==> src/rtl/sdram_arb_pkg.sv <==
// sdram_arb_pkg: shared types for the two-master SDRAM round-robin arbiter.
package sdram_arb_pkg;

    typedef enum logic [1:0] {IDLE, OWN0, OWN1} arb_state_t;

    typedef logic owner_t;

    localparam owner_t M0 = 1'b0;
    localparam owner_t M1 = 1'b1;

endpackage

==> src/rtl/arb_tag_fifo.sv <==
// arb_tag_fifo: tracks which master issued each outstanding read, in issue order.
module arb_tag_fifo
    import sdram_arb_pkg::*;
#(
    parameter int MAX_PEND = 4,
    localparam int PW = $clog2(MAX_PEND)
) (
    input  logic        clk,
    input  logic        reset_n,
    input  logic        push,
    input  logic        pop,
    input  owner_t      din,
    output owner_t      head,
    output logic [PW:0] count,
    output logic        empty,
    output logic        full
);

    localparam logic [PW:0] FULL_CNT = (PW + 1)'(MAX_PEND);

    owner_t        r_mem [MAX_PEND];
    logic [PW-1:0] r_wr_ptr;
    logic [PW-1:0] r_rd_ptr;
    logic [PW:0]   r_count;
    logic          w_push;
    logic          w_pop;

    assign empty  = (r_count == '0);
    assign full   = (r_count == FULL_CNT);
    assign count  = r_count;
    assign head   = r_mem[r_rd_ptr];
    assign w_push = push & !full;
    assign w_pop  = pop & !empty;

    // Pointers wrap naturally because MAX_PEND is a power of two.
    always_ff @(posedge clk or negedge reset_n) begin
        if (!reset_n) begin
            r_wr_ptr <= '0;
            r_rd_ptr <= '0;
            r_count  <= '0;
        end else begin
            if (w_push) r_wr_ptr <= r_wr_ptr + PW'(1);
            if (w_pop) r_rd_ptr <= r_rd_ptr + PW'(1);
            r_count <= r_count + (PW + 1)'(w_push) - (PW + 1)'(w_pop);
        end
    end

    always_ff @(posedge clk) begin
        if (w_push) r_mem[r_wr_ptr] <= din;
    end

endmodule

==> src/rtl/sdram_rr_arbiter.sv <==
// sdram_rr_arbiter: two-master Avalon-MM round-robin arbiter with parking in front of
// the SDRAM slave; routes pipelined read data back to the issuing master.
module sdram_rr_arbiter
    import sdram_arb_pkg::*;
#(
    parameter int ADDR_W   = 25,
    parameter int DATA_W   = 16,
    parameter int MAX_PEND = 4,
    localparam int BE_W    = DATA_W / 8,
    localparam int CW      = $clog2(MAX_PEND) + 1
) (
    input  logic              clk,
    input  logic              reset_n,
    input  logic [ADDR_W-1:0] m0_address,
    input  logic              m0_read,
    input  logic              m0_write,
    input  logic [DATA_W-1:0] m0_writedata,
    input  logic [BE_W-1:0]   m0_byteenable,
    output logic              m0_waitrequest,
    output logic [DATA_W-1:0] m0_readdata,
    output logic              m0_readdatavalid,
    input  logic [ADDR_W-1:0] m1_address,
    input  logic              m1_read,
    input  logic              m1_write,
    input  logic [DATA_W-1:0] m1_writedata,
    input  logic [BE_W-1:0]   m1_byteenable,
    output logic              m1_waitrequest,
    output logic [DATA_W-1:0] m1_readdata,
    output logic              m1_readdatavalid,
    output logic [ADDR_W-1:0] s_address,
    output logic              s_read,
    output logic              s_write,
    output logic [DATA_W-1:0] s_writedata,
    output logic [BE_W-1:0]   s_byteenable,
    input  logic              s_waitrequest,
    input  logic [DATA_W-1:0] s_readdata,
    input  logic              s_readdatavalid,
    output logic [CW-1:0]     pend_cnt,
    output logic              proto_err
);

    arb_state_t r_state;
    arb_state_t w_next;
    logic       r_proto_err;
    logic       w_own0;
    logic       w_own1;
    logic       w_req0;
    logic       w_req1;
    logic       w_blk0;
    logic       w_blk1;
    logic       w_acc0;
    logic       w_acc1;
    logic       w_push;
    logic       w_empty;
    logic       w_full;
    logic       w_err;
    owner_t     w_owner;
    owner_t     w_head;

    assign w_own0  = (r_state == OWN0);
    assign w_own1  = (r_state == OWN1);
    assign w_req0  = m0_read | m0_write;
    assign w_req1  = m1_read | m1_write;
    // A full tag FIFO stalls reads only; writes never need a tag.
    assign w_blk0  = m0_read & w_full;
    assign w_blk1  = m1_read & w_full;
    assign w_acc0  = w_own0 & w_req0 & !s_waitrequest & !w_blk0;
    assign w_acc1  = w_own1 & w_req1 & !s_waitrequest & !w_blk1;
    assign w_owner = w_own1 ? M1 : M0;
    assign w_push  = s_read & !s_waitrequest;
    assign w_err   = (w_own0 & m0_read & m0_write) | (w_own1 & m1_read & m1_write)
                   | (s_readdatavalid & w_empty);
    assign proto_err = r_proto_err;

    always_ff @(posedge clk or negedge reset_n) begin
        if (!reset_n) r_state <= IDLE;
        else r_state <= w_next;
    end

    // The owner keeps the port until its transfer is accepted, then yields to a waiting peer.
    always_comb begin
        w_next = r_state;
        unique case (r_state)
            IDLE:    w_next = w_req0 ? OWN0 : w_req1 ? OWN1 : IDLE;
            OWN0:    w_next = (w_req0 & !w_acc0) ? OWN0 : w_req1 ? OWN1 : OWN0;
            OWN1:    w_next = (w_req1 & !w_acc1) ? OWN1 : w_req0 ? OWN0 : OWN1;
            default: w_next = IDLE;
        endcase
    end

    always_comb begin
        s_address        = w_own1 ? m1_address : w_own0 ? m0_address : '0;
        s_writedata      = w_own1 ? m1_writedata : w_own0 ? m0_writedata : '0;
        s_byteenable     = w_own1 ? m1_byteenable : w_own0 ? m0_byteenable : '0;
        s_read           = (w_own0 & m0_read & !w_blk0) | (w_own1 & m1_read & !w_blk1);
        s_write          = ((w_own0 & m0_write) | (w_own1 & m1_write)) & !s_read;
        m0_waitrequest   = !(w_own0 & !s_waitrequest & !w_blk0);
        m1_waitrequest   = !(w_own1 & !s_waitrequest & !w_blk1);
        m0_readdatavalid = s_readdatavalid & !w_empty & (w_head == M0);
        m1_readdatavalid = s_readdatavalid & !w_empty & (w_head == M1);
        m0_readdata      = s_readdata;
        m1_readdata      = s_readdata;
    end

    always_ff @(posedge clk or negedge reset_n) begin
        if (!reset_n) r_proto_err <= 1'b0;
        else if (w_err) r_proto_err <= 1'b1;
    end

    arb_tag_fifo #(.MAX_PEND(MAX_PEND)) u_tag_fifo (
        .clk     (clk),
        .reset_n (reset_n),
        .push    (w_push),
        .pop     (s_readdatavalid),
        .din     (w_owner),
        .head    (w_head),
        .count   (pend_cnt),
        .empty   (w_empty),
        .full    (w_full)
    );

endmodule

==> config.mk <==
export PLATFORM = sky130hd
export DESIGN_NAME = sdram_rr_arbiter
export DESIGN_NICKNAME = d
export VERILOG_FILES = /design/src/rtl/sdram_arb_pkg.sv /design/src/rtl/arb_tag_fifo.sv /design/src/rtl/sdram_rr_arbiter.sv
export SDC_FILE = /design/constraint.sdc
export NUM_CORES = 1
export LEC_CHECK = 0
export ABC_AREA = 0
export ABC_CLOCK_PERIOD_IN_PS = 2600
export CAP_MARGIN = 20
export CORE_MARGIN = 2
export CORE_UTILIZATION = 26
export DETAILED_ROUTE_END_ITERATION = 10
export GPL_ROUTABILITY_DRIVEN = 0
export PLACE_DENSITY_LB_ADDON = 0.15
export SKIP_LAST_GASP = 1
export SLEW_MARGIN = 30
export SYNTH_ARGS = -nofsm -noshare
export SYNTH_HDL_FRONTEND = slang
export SYNTH_SLANG_ARGS = --single-unit
==> constraint.sdc <==
create_clock -name clk -period 2.6 [get_ports clk]
set_clock_uncertainty 0.1 [all_clocks]
set_input_delay 0.52 -clock clk [delete_from_list [all_inputs] [get_ports clk]]
set_output_delay 0.52 -clock clk [all_outputs]
set_load 0.01 [all_outputs]
### Word level (Yosys, flattened, before mapping)

Memories as Yosys holds them, arrays and structs flattened.
Index checks and enable logic that the tools add are counted.

* output and inout bits: 85
* word-level logic and storage cells: 77
* memories kept: 1
* register bits after elaboration: 10
* bits in writable memories: 4

Memories
* u_tag_fifo.r_mem: depth 4, width 1, read ports 1, clocked after memory_dff 0, wr ports 1, RTL line arb_tag_fifo.sv:21 `owner_t r_mem [MAX_PEND];`

* muxes and demuxes: 16
* bitwise gates (word level): 36
* equality and inequality tests: 3
* reduce and logical (&&, ||, !) cells: 12
* $add $sub $neg: 4

Operator list (number)
* two-way mux 25 bit: 2
* two-way mux 16 bit: 2
* AND 1 bit: 29
* two-way mux 2 bit: 8
* zero test 1 bit: 10
* bitwise OR 1 bit: 6
* case mux 2 bit (3 select lines): 1
* adder 2 x 1 -> 2 bit, second input constant: 2
* adder 3 x 1 -> 3 bit: 1
* == test 3 bit, second input constant: 1
* zero test 3 bit: 1
* two-way mux 1 bit: 3
* subtractor 3 x 1 -> 3 bit: 1
* == test 2 x 1 -> 1 bit, second input constant: 1
* == test 2 bit, second input constant: 1
* zero test 2 bit: 1
* inverter 1 bit: 1

### Depth between registers and ports, before layout

* depth in word-level cells: 9
* gate-level depth with buffers: 6
* mapped depth without buffers: 6

### Cells and area by module

From an unflattened synthesis, not the netlist that was laid out.

* cells, all modules: 164
* area, all modules: 1606.5 um^2

By module, submodules not included
* sdram_rr_arbiter: instances 1, sequential area each 75.1 um^2, area each 991.0 um^2, cells each 117
* arb_tag_fifo: instances 1, sequential area each 295.3 um^2, area each 615.6 um^2, cells each 47

### Worst setup path after synthesis

No wires, ideal clock.

* kind: flip-flop to flip-flop
* from: register u_tag_fifo.r_count[1] (netlist: u_tag_fifo.count[1])
* to: register u_tag_fifo.r_count[2] (netlist: u_tag_fifo.count[2])
* cell stages (with the launch flop): 7
* path buffers: 0
* arrival time: 1.804 ns
* setup slack: 0.574 ns
* period minus slack after synthesis: 2.026 ns
* data required time: 2.377 ns
* setup time: 0.123 ns
* cells stage by stage: dfrtp_1 o31a_1 ha_1 inv_1 ha_1 fa_1 xnor2_1

* elaborated cells between the ends (all ways): 16
* those cells by class: add/sub (2); eq/ne (1); bitwise (8); reduce/logical (5)

RTL lines
* start: declaration: RTL line arb_tag_fifo.sv:24 `logic [PW:0] r_count;`
* start signal: assignment: RTL line arb_tag_fifo.sv:44 `r_count <= r_count + (PW + 1)'(w_push) - (PW + 1)'(w_pop);`
* zero test 3 bit: RTL line arb_tag_fifo.sv:28 `assign empty = (r_count == '0);`
* zero test 1 bit: RTL line arb_tag_fifo.sv:33 `assign w_pop = pop & !empty;`
* AND 1 bit: RTL line arb_tag_fifo.sv:33
* net u_tag_fifo.w_pop: RTL line arb_tag_fifo.sv:26 `logic w_pop;`
* subtractor 3 x 1 -> 3 bit: RTL line arb_tag_fifo.sv:44

The timed path passes the listed nets, and every way through them passes these cells.
A chain may end at the register's enable or synchronous reset.

### Worst setup path in the final report

* from: input port m0_read
* to: output port m0_waitrequest

* cells in the longest elaborated chain, start to end: 4

Ends and longest elaborated chain
* start: declaration: RTL line sdram_rr_arbiter.sv:15 `input logic m0_read,`
* AND 1 bit: RTL line sdram_rr_arbiter.sv:65 `assign w_blk0 = m0_read & w_full;`
* zero test 1 bit: RTL line sdram_rr_arbiter.sv:97 `m0_waitrequest = !(w_own0 & !s_waitrequest & !w_blk0);`
* AND 1 bit: RTL line sdram_rr_arbiter.sv:97
* zero test 1 bit: RTL line sdram_rr_arbiter.sv:97
* end: declaration: RTL line sdram_rr_arbiter.sv:19 `output logic m0_waitrequest,`

Every way passes these cells.

==> run metrics <==
outcome finished clean; CTS Hold Bufs 0; #FFs+latches synth 14; TNS Setup 0 ps; Clock Root Buffer clkbuf_8; Synth cell types 33; crit path kind input pin to primary output; Worst Path Buf+Inv 2; Longest Clk Path Bufs 2; max-cap viol count 0; crit end category primary output; average routed wire per standard cell ~17 um; post-synth top area cell a22o_1; power per standard cell area 948.6 mW/mm^2; core footprint 0.005574 mm^2; top-count cell post-synth a22o_1; DRC viols 0; Layout Nets 398; delay-heaviest family, CP buffers and inverters; largest net degree at the start of global routing 45; GRT overflow 0; routed via count 1,633; CP required 1980 ps; post-synthesis async set-or-reset flop share 71.43%; sequential element share of the synthesized area 24.24%; Syn Inst Count 158; final cell utilization of the core about 54%; Slew HR about two thirds; Final min period 2552 ps; P_leak 0.001219 uW; Slowest-stage cell, CP clkdlybuf4s50_1; count of input and output buffers approximately 150; syn_nets 275; DP HPWL 5.005 mm; CTS tree yes; Layout area overhead 96.64%; largest cells by area after synthesis a22o_1, dfrtp_1, buf_4; startpoint types input pin; slowest stage delay, CP 490 ps; CP Cell Sequence clkdlybuf4s50_1 -> a2111o_1 -> clkdlybuf4s50_1; I/O pin total 195; drt pass-1 iters 4; Post-Layout Inst Area 0.003004 mm^2; CP max FO 3; via-per-instance ratio 4.639; vias in the first global route 1,577; # rows 27; Min-Delay Path Class register to register; Die Area 0.006505 mm^2; Critical Path AT between 1500 and 2000 ps; CTS Buf Count 3; total global-route track usage around 17%; first-pass GRT wire length 8.266 mm; Yosys warnings 0; Starting Density 27.41%; 1st-iter DRT viols 48; internal reg-to-reg setup slack roughly 390 ps; Skew-Pair Late Insertion Delay 240 ps; Inserted Diodes 0; top_reg_cell synth dfrtp_1; fraction of layout cells with a size suffix above 1 10.00%; Tcrit/Tclk final 98.14%; post-synth top area share 24.65%; Die Height 80.66 um; Max Freq 0.3919 GHz; commonest cells in the synthesized netlist a22o_1, buf_4, dfrtp_1; total clock sinks 14; Synth Area per Inst 9.669 um^2; placed cell areas between 0.002 and 0.003 mm^2; Max Slew Vio Count 0; die width 80.66 um; most used cell, CP clkdlybuf4s50_1; Tightest Pin Transition around 480 ps; WL final 5.944 mm; clk slew on worst S/H paths 60 ps; Post-synth EDFFs 4; # Post-CTS Setup Buffers 0; ANT nets after route 0; final setup vio count 0; RSZ-0062 raised after global routing no; CTS H-tree lvls 1; maximum vdd drop roughly 490 uV; number of hold violations in the final report 0; post-synthesis cell area 0.001528 mm^2; initial antenna violation count 0
path summary, 6_finish.rpt:
kind,cells after the start,endpoint,from
min,1,u_tag_fifo.r_rd_ptr[1],u_tag_fifo.r_rd_ptr[1]
max,3,m0_waitrequest,m0_read
max in group asynchronous,1,u_tag_fifo.count[1],reset_n
min reg2reg,1,u_tag_fifo.r_rd_ptr[1],u_tag_fifo.r_rd_ptr[1]
min in group asynchronous,1,u_tag_fifo.r_rd_ptr[0],reset_n
max reg2reg,7,u_tag_fifo.count[2],u_tag_fifo.count[1]
metal layers:
layer | vias to the layer above | global-route usage [%] | share of wire [%] | routed length, um
met5 | - | 0 | 0 | 0
met4 | 0 | 3.220 | 0.77 | 46
met3 | 8 | 4.045 | 6.3 | 375
met2 | 83 | 32.25 | 57 | 3372
met1 | 738 | 18.08 | 36 | 2149
li1 | 804 | - | - | -
repair_timing:
| action | in CTS | in global routing |
|---|---|---|
| setup endpoints to repair | 1 | 3 |
| cloned | 0 | 0 |
| gates resized for setup | 3 | 2 |
through the flow:
step / hold slack, ps / std cells / total power, uW / setup WS [ps]
final: 384.0 / 352 / 2850 / 48.32
after global routing: 430.0 / 352 / 3034 / 7.213
after CTS: 386.6 / 352 / 2871 / 28.10
after detailed placement: 374.7 / 348 / 2662 / -93.59
after global placement: 377.8 / 348 / 2651 / -52.77
after floorplan: 124.4 / 158 / 1522 / 573.7
area by class of cell:
type                       instances  area, um^2
sequential                        14       370.4
inverter                           7       26.28
fill                             527        2570
tap                               72       90.09
timing repair buffer             161        1598
multi-input combinational         94       874.6
clock buffer                       3       41.29
clock inverter                     1       3.754
cells by family (layout without fill, tap and decap cells):
| logic type | after synthesis | count (layout) | share of synthesized area [%] |
|---|---|---|---|
| compound gates | 58 | 58 | 32.92 |
| buf+inv | 50 | 172 | 21.13 |
| simple gates | 22 | 22 | 10.16 |
| flops | 14 | 14 | 24.24 |
| fa+ha+maj | 7 | 7 | 6.224 |
| xor+xnor | 5 | 5 | 2.867 |
| mux | 2 | 2 | 2.457 |
registers in the layout, indices dropped and copies added, names as in the netlist:
signal               count
u_tag_fifo.r_mem         4
r_state                  2
proto_err                1
u_tag_fifo.count         3
u_tag_fifo.r_wr_ptr      2
u_tag_fifo.r_rd_ptr      2
cell usage in the layout (no fill, tap or decap), drive strengths merged, types with 2 or more instances in the layout:
| cell | count |
|---|---|
| nand3b | 2 |
| o31ai | 2 |
| dfrtp | 10 |
| buf | 15 |
| clkbuf | 3 |
| edfxtp | 4 |
| nand3 | 3 |
| xor2 | 2 |
| inv | 7 |
| nand2 | 2 |
| a22o | 43 |
| clkdlybuf4s50 | 145 |
| ha | 6 |
| and2 | 5 |
| nor2b | 3 |
| xnor2 | 3 |
| a22oi | 2 |
| a21oi | 3 |
| nor2 | 4 |
worst register-to-register path, stage by stage (launching register included):
cell     delay [ps]
dfrtp_1         490
o31a_1          370
buf_4           150
ha_1            260
inv_1            30
ha_1            180
fa_1            370
xnor2_1         130
report_power, final:
group	total (uW)	switching [uW]	leakage [uW]	internal [uW]
clock network	179	74.9	0.0000231	104
logic	2240	924	0.00104	1310
registers	432	115	0.000151	318
total	2850	1110	0.00122	1740
No activity file was read; power rests on OpenSTA's default activity.
